$ cat src/rtl/mac_pkg.sv
// Shared definitions for the MAC sequencing controller: FSM state
// constants, datapath function codes and the stage-index width helper.
package mac_pkg;

    typedef logic [1:0] mac_state_t;

    localparam mac_state_t ST_IDLE  = 2'd0;
    localparam mac_state_t ST_ISSUE = 2'd1;
    localparam mac_state_t ST_DONE  = 2'd2;

    localparam logic [1:0] FUNC_NOP = 2'd0;
    localparam logic [1:0] FUNC_MUL = 2'd1;
    localparam logic [1:0] FUNC_ACC = 2'd2;
    localparam logic [1:0] FUNC_MAC = 2'd3;

    // Stage index width; a single-stage build still needs one bit.
    function automatic int cnt_width(input int stages);
        return (stages > 1) ? $clog2(stages) : 1;
    endfunction

endpackage

$ cat src/rtl/mac_stage_cnt.sv
// Stage index counter for the MAC sequencer. Cleared when a command is
// accepted, advanced while the datapath is not stalled, and saturates at
// the last stage where it raises the terminal-count flag.
module mac_stage_cnt
    import mac_pkg::*;
#(
    parameter  int STAGES = 2,
    localparam int CNT_W  = cnt_width(STAGES)
) (
    input  logic             clk,
    input  logic             rst_n,
    input  logic             clr,
    input  logic             en,
    output logic [CNT_W-1:0] cnt,
    output logic             tc
);

    localparam logic [CNT_W-1:0] LAST = CNT_W'(STAGES - 1);

    assign tc = (cnt == LAST);

    // Load zero on clear, count up on enable, never wrap past the last stage.
    always_ff @(posedge clk or negedge rst_n) begin
        if (!rst_n) begin
            cnt <= '0;
        end else if (clr) begin
            cnt <= '0;
        end else if (en && !tc) begin
            cnt <= cnt + 1'b1;
        end
    end

endmodule

$ cat src/rtl/mac_seq_ctrl.sv
// MAC sequencing controller. Accepts a function code, drives it to the
// datapath for STAGES unstalled cycles while stepping the stage index,
// then pulses done for one cycle. A new command may be accepted in the
// done cycle so consecutive commands run without an idle gap.
//
//   state    | meaning
//   ---------+-----------------------------------------------------------
//   ST_IDLE  | waiting for a command, cmd_ready high
//   ST_ISSUE | driving func_q to the datapath, one stage per unstalled edge
//   ST_DONE  | one-cycle completion pulse, may accept the next command
module mac_seq_ctrl
    import mac_pkg::*;
#(
    parameter  int FUNC_W = 2,
    parameter  int STAGES = 2,
    localparam int CNT_W  = cnt_width(STAGES)
) (
    input  logic              clk,
    input  logic              rst_n,
    input  logic              cmd_valid,
    output logic              cmd_ready,
    input  logic [FUNC_W-1:0] cmd_func,
    input  logic              stall,
    output logic [FUNC_W-1:0] ctrl,
    output logic              ctrl_valid,
    output logic [CNT_W-1:0]  stage,
    output logic              busy,
    output logic              done
);

    mac_state_t        state_q;
    mac_state_t        state_d;
    logic [FUNC_W-1:0] func_q;
    logic [CNT_W-1:0]  cnt;
    logic              cnt_tc;
    logic              accept;
    logic              advance;
    logic              in_issue;

    assign in_issue  = (state_q == ST_ISSUE);
    assign cmd_ready = !in_issue;
    assign accept    = cmd_valid && cmd_ready;
    assign advance   = in_issue && !stall;

    mac_stage_cnt #(
        .STAGES (STAGES)
    ) u_stage_cnt (
        .clk   (clk),
        .rst_n (rst_n),
        .clr   (accept),
        .en    (advance),
        .cnt   (cnt),
        .tc    (cnt_tc)
    );

    // Next-state decode; the unused encoding falls back to idle.
    always_comb begin
        state_d = state_q;
        case (state_q)
            ST_IDLE: begin
                if (accept) begin
                    state_d = ST_ISSUE;
                end
            end
            ST_ISSUE: begin
                if (advance && cnt_tc) begin
                    state_d = ST_DONE;
                end
            end
            ST_DONE: begin
                state_d = accept ? ST_ISSUE : ST_IDLE;
            end
            default: begin
                state_d = ST_IDLE;
            end
        endcase
    end

    // State register; reset aborts any command in flight.
    always_ff @(posedge clk or negedge rst_n) begin
        if (!rst_n) begin
            state_q <= ST_IDLE;
        end else begin
            state_q <= state_d;
        end
    end

    // Capture the function code only at acceptance so later input changes are ignored.
    always_ff @(posedge clk or negedge rst_n) begin
        if (!rst_n) begin
            func_q <= '0;
        end else if (accept) begin
            func_q <= cmd_func;
        end
    end

    // Datapath outputs are decoded purely from flops, so they change only on
    // a clock edge or reset and read as zero outside of ISSUE.
    always_comb begin
        ctrl       = in_issue ? func_q : '0;
        ctrl_valid = in_issue;
        stage      = in_issue ? cnt : '0;
        busy       = in_issue;
        done       = (state_q == ST_DONE);
    end

endmodule

$ cat config.mk
export PLATFORM = sky130hd
export DESIGN_NAME = mac_seq_ctrl
export DESIGN_NICKNAME = d
export VERILOG_FILES = /design/src/rtl/mac_pkg.sv /design/src/rtl/mac_stage_cnt.sv /design/src/rtl/mac_seq_ctrl.sv
export SDC_FILE = /design/constraint.sdc
export NUM_CORES = 1
export LEC_CHECK = 0
export ABC_CLOCK_PERIOD_IN_PS = 1250
export BUFFER_PORTS_ARGS = -buffer_cell sky130_fd_sc_hd__buf_2
export CORE_AREA = 4 4 41 43
export DETAILED_ROUTE_END_ITERATION = 8
export DIE_AREA = 0 0 45 47
export SYNTH_ARGS = -nofsm -noshare
export SYNTH_HDL_FRONTEND = slang
export SYNTH_SLANG_ARGS = --single-unit
$ cat constraint.sdc
create_clock -name clk -period 1.25 [get_ports clk]
set_input_delay 0 -clock clk [delete_from_list [all_inputs] [get_ports clk]]
set_output_delay 0 -clock clk [all_outputs]
set_load 0.005 [all_outputs]
# Word level (Yosys, flattened, before mapping)

Index checks and enable logic that the tools add are counted.

Div/mod/pow operators: 0
Multipliers: 0
Bitwise gates (word level): 0
Magnitude comparators: 0
Muxes and demuxes: 8
Shift operators: 0
Add/subtract/negate cells: 1
Eq/ne operators: 4
Reduce and logical (&&, ||, !) cells: 10

Operators by type and width:

| kind                                                                    | number |
|---|---|
| 2-bit 2-to-1 mux                                                        | 3 |
| 2-bit case mux with 3 select lines                                      | 1 |
| 1-bit logical AND                                                       | 4 |
| 1-bit 2-to-1 mux                                                        | 4 |
| 1-bit logical NOT                                                       | 3 |
| 2-bit by 1-bit == test with 1-bit output, second input constant         | 1 |
| 2-bit == test, second input constant                                    | 1 |
| 2-bit logical NOT                                                       | 1 |
| 2-bit by 1-bit inequality test with 1-bit output, second input constant | 1 |
| 2-bit inequality test, second input constant                            | 1 |
| 2-bit AND reduction                                                     | 1 |
| 2-bit nonzero test                                                      | 1 |
| 1-bit adder, second input constant                                      | 1 |

Memories kept: 0
Bits in writable memories: 0
Memory bits (read-only): 0
Logic and storage cells: 26
Register bits after elaboration: 5
Latch bits: 0

# Logic depth before layout (Yosys ltp)

Depth in word-level cells: 5
Depth in mapped cells: 4
Gate-level depth less buffers: 4

# Hierarchy

From an unflattened synthesis, not the netlist that was laid out.

Cell total of the unflattened synthesis: 23
Area, all modules: 264.0 um2

Modules (own cells, without submodules):

| module        | sequential area each (um2) | cells each | area each (um2) | times used |
|---|---|---|---|---|
| mac_seq_ctrl  | 100.1                      | 20         | 221.5           | 1 |
| mac_stage_cnt | 25.0                       | 3          | 42.5            | 1 |

# Least setup slack after synthesis

No wires, ideal clock.

Path kind: reg2reg
Start point: register state_q[1]
End point: register func_q[0]
Path buffers: 0
Arrival: 0.887 ns
Path slack: 0.238 ns
Stages on the path, launching flop included: 4
Setup time: 0.125 ns
Path through: dfrtp_1 -> nand2b_4 -> nand2_4 -> mux2_4

Longest elaborated chain between the ends: 3

Ends and longest elaborated chain:

| element                                  | RTL line           | RTL |
|---|---|---|
| start, declared                          | mac_seq_ctrl.sv:31 | `mac_state_t state_q;` |
| start signal, assigned                   | mac_seq_ctrl.sv:84 | `state_q <= state_d;` |
| 2-bit by 1-bit == test with 1-bit output | mac_seq_ctrl.sv:40 | `assign in_issue = (state_q == ST_ISSUE);` |
| 1-bit logical NOT                        | mac_seq_ctrl.sv:41 | `assign cmd_ready = !in_issue;` |
| net cmd_ready                            | mac_seq_ctrl.sv:21 | `output logic cmd_ready,` |
| 1-bit logical AND                        | mac_seq_ctrl.sv:42 | `assign accept = cmd_valid && cmd_ready;` |
| end signal, assigned                     | mac_seq_ctrl.sv:93 | `func_q <= cmd_func;` |
| end, declared                            | mac_seq_ctrl.sv:33 | `logic [FUNC_W-1:0] func_q;` |

The timed path passes the listed nets, and every way through them passes these cells.
A chain may end at the register's enable or synchronous reset.

# Worst setup path in the final report

Start point: register state_q[1]
End point: output port ctrl[1]

Longest elaborated chain between the ends: 2

Ends and longest elaborated chain:

| element                                  | RTL line            | RTL |
|---|---|---|
| 2-bit by 1-bit == test with 1-bit output | mac_seq_ctrl.sv:40  |  |
| 2-bit 2-to-1 mux                         | mac_seq_ctrl.sv:100 | `ctrl = in_issue ? func_q : '0;` |
| end, declared                            | mac_seq_ctrl.sv:24  | `output logic [FUNC_W-1:0] ctrl,` |

Every way passes these cells.

==> summary.txt <==
Worst setup path
  • CP Data Arrival Time: 1.14 ns
  • Slowest CP cell: dfrtp_1
  • Critical path type: flop to output port
  • Critical Path End Type: output port
  • Setup crit start kind: flop
  • Worst Path Required: 1.25 ns
  • Max incr delay on CP: 0.38 ns
  • Cells along the critical path: nand2b_4 -> inv_1 -> and2_1 -> buf_2
  • Worst Path Max Fanout: 5

Job
  • Total of max-cap violations: 0

Yosys
  • Mux cell area share after synthesis: 0.163
  • Synth Net Count: 28
  • Yosys warnings: 0
  • Yosys top cell by area: dfrtp_1
  • Synthesized area: 253 um^2
  • Post-Synthesis Cells: 22
  • Sequential-to-total area share from yosys stat: 0.495
  • Synth top cells by count: dfrtp_1, inv_1, and2_1, mux2_4, o21ai_0
  • Synth async-reset ratio: 1.00
  • Largest family of logic cells by synthesized area: simple AND/OR/NAND/NOR gates
  • Avg Inst Size Synth: 11.5 um^2
  • Post-Synth XOR/XNOR Area: 0
  • Post-synth EDFFs: 0
  • Synth unique cells: 13
  • Largest cells by area after synthesis: dfrtp_1, mux2_4, nand2b_4
  • Post-Synth Simple-Gate Area: 0.208
  • Area share of fa/ha/maj cells after synthesis: 0
  • FF+latch count, synth: 5
  • Main synth FF type: dfrtp_1
  • Most frequent cell after synthesis: dfrtp_1
  • Compound-Gate Fraction of Synth Area: 0.0594
  • Synth top area share: 0.495

Place
  • Cells after DPL: 48
  • Placer congestion estimate: 0.631
  • IO buf count: 12
  • DP HPWL: 437 um

Detailed routing
  • Met1 wire length: 250 um
  • Total length of routed met2 wires: 212 um
  • DR vias: 210
  • DRT iter0 DRCs: 0
  • Routed Antenna Nets: 0
  • Met3 wire length: 69 um
  • Via/cell ratio: 3.75
  • Top sig layer: met3
  • WL final: 532 um
  • DR WL/cell: 9.50 um
  • DRC: 0
  • Router iterations before antenna repair: 1

Pwr
  • Reg power frac: 0.332
  • Sw Share: 0.333
  • Combinational share of power: 0.465
  • Psw: 299 uW
  • Worst vdd ir: 0.000633 V
  • Internal power: 598 uW
  • Leak: 0.207 nW
  • Power per Cell Area: 2300 nW/um^2
  • Clock Power Share: 0.203

Worst hold path
  • Worst hold path type: input port to flop

STA
  • Final min period: 1.14 ns
  • Setup Skew: 0.00334 ns
  • Hold Vio Cnt, Final: 0
  • Slew Limit Fails: 0
  • Final setup fails: 0
  • Setup TNS: 0 ns
  • Slew HR: 0.898
  • Worst Max-Slew Pin Slew: 0.151 ns
  • RSZ-0062 raised after global routing: false
  • Fmax: 879 MHz
  • Final Cycle Share: 0.910

GRT
  • Largest net degree at the start of global routing: 6
  • GRT Resource Usage Total: 0.0635
  • First-pass GRT wire length: 883 um
  • Initial antenna violation count: 0
  • Overflow after GRT: 0
  • Number of global-route vias before repair: 216

Die
  • Initial Util: 0.194
  • Die W: 45 um
  • Io pins: 13
  • Die Y: 47 um
  • Die footprint: 2120 um^2
  • Core Area: 1300 um^2
  • Site row count: 13

Clock network
  • H-Tree Depth: 1
  • CTS tree: built
  • Post-CTS Hold Fix Bufs: 4
  • Cts bufs inserted: 3
  • Clock Pin Slew Worst Setup and Hold Paths: 0.04 ns
  • CTS max path bufs: 2
  • Latest clock arrival within the worst-skew pair: 0.24 ns
  • Postcts setup bufs: 0
  • Clock sinks: 5
  • Post-CTS Resized: 0
  • Clock root buffer: clkbuf_4

Final layout
  • P&R area growth vs syn: 54.5%
  • Share of cells above drive strength 1: 0.488
  • Fin cells: 56
  • ANT cells: 0
  • Fill cell count: 148
  • Layout Nets: 48

Outcome
  • Status: finished clean
==> cells by family after synthesis <==
family,after synthesis
AND/OR/NAND/NOR,7
buffers and inverters,4
AO/OA/AOI/OAI,3
multiplexers,3
flip-flops,5
==> sequential cells by signal (all words and copies together) (netlist names) <==
name / flops
state_q: 2
u_stage_cnt.cnt: 1
func_q: 2
==> layout by cell type, fill, tap and decap left out, types with 2 or more instances in the layout <==
cell,instances
inv_1,3
clkbuf_4,3
dfrtp_1,5
dlygate4sd3_1,4
buf_2,12
o21ai_0,2
mux2_4,2
and2_1,2
==> worst max-delay path: cells and delay by family, from the launching register on <==
kind,cells,cell delay (ns)
buffers and inverters,2,0.21
and+or+nand+nor,2,0.30
DFF,1,0.38
==> power by group through the flow <==
stage | registers [mW] | clock network (mW) | logic [mW]
after floorplan | 0.284 | 0 | 0.291
after global placement | 0.300 | 0 | 0.409
after detailed placement | 0.302 | 0 | 0.417
after CTS | 0.300 | 0.194 | 0.427
after global routing | 0.307 | 0.199 | 0.474
final | 0.298 | 0.182 | 0.417
==> layer usage <==
layer  GRT usage  vias to the layer above
met3      0.0230                        0
met5           0                        -
met4      0.0702                        0
li1            -                      107
met1      0.0714                       92
met2      0.0876                       11
==> cell type report <==
type	instances	area, um^2	share of cell area
clock buffer	4	26.3	0.0673
inverter	3	11.3	0.0288
multi-input combinational	13	109	0.279
sequential	5	125	0.321
tap	15	18.8	0.0481
timing repair buffer	16	100	0.256
==> path summary, 6_finish.rpt <==
check	slack, ns	depth (start not counted)	start	to
min in group asynchronous	0.10	2	rst_n	u_stage_cnt.cnt
max in group asynchronous	1.02	2	rst_n	state_q[1]
hold reg to reg	0.51	1	func_q[0]	func_q[0]
setup reg to reg	0.21	3	state_q[1]	func_q[0]
hold / removal	0.02	2	cmd_valid	u_stage_cnt.cnt
setup / recovery	0.11	4	state_q[1]	ctrl[1]
==> metrics by stage <==
step                power, mW  setup slack, ns  instance area (um^2)  hold slack, ns  utilization
floorplan               0.575            0.238                   253          -0.296            -
global placement        0.709            0.226                   324          -0.182        0.249
detailed placement      0.720            0.210                   324          -0.180        0.249
CTS                     0.921           0.0910                   390          0.0105        0.300
global route            0.981           0.0218                   390          0.0337        0.300
finish                  0.897            0.112                   390          0.0173        0.300
Power figures use the tool's default switching activity.
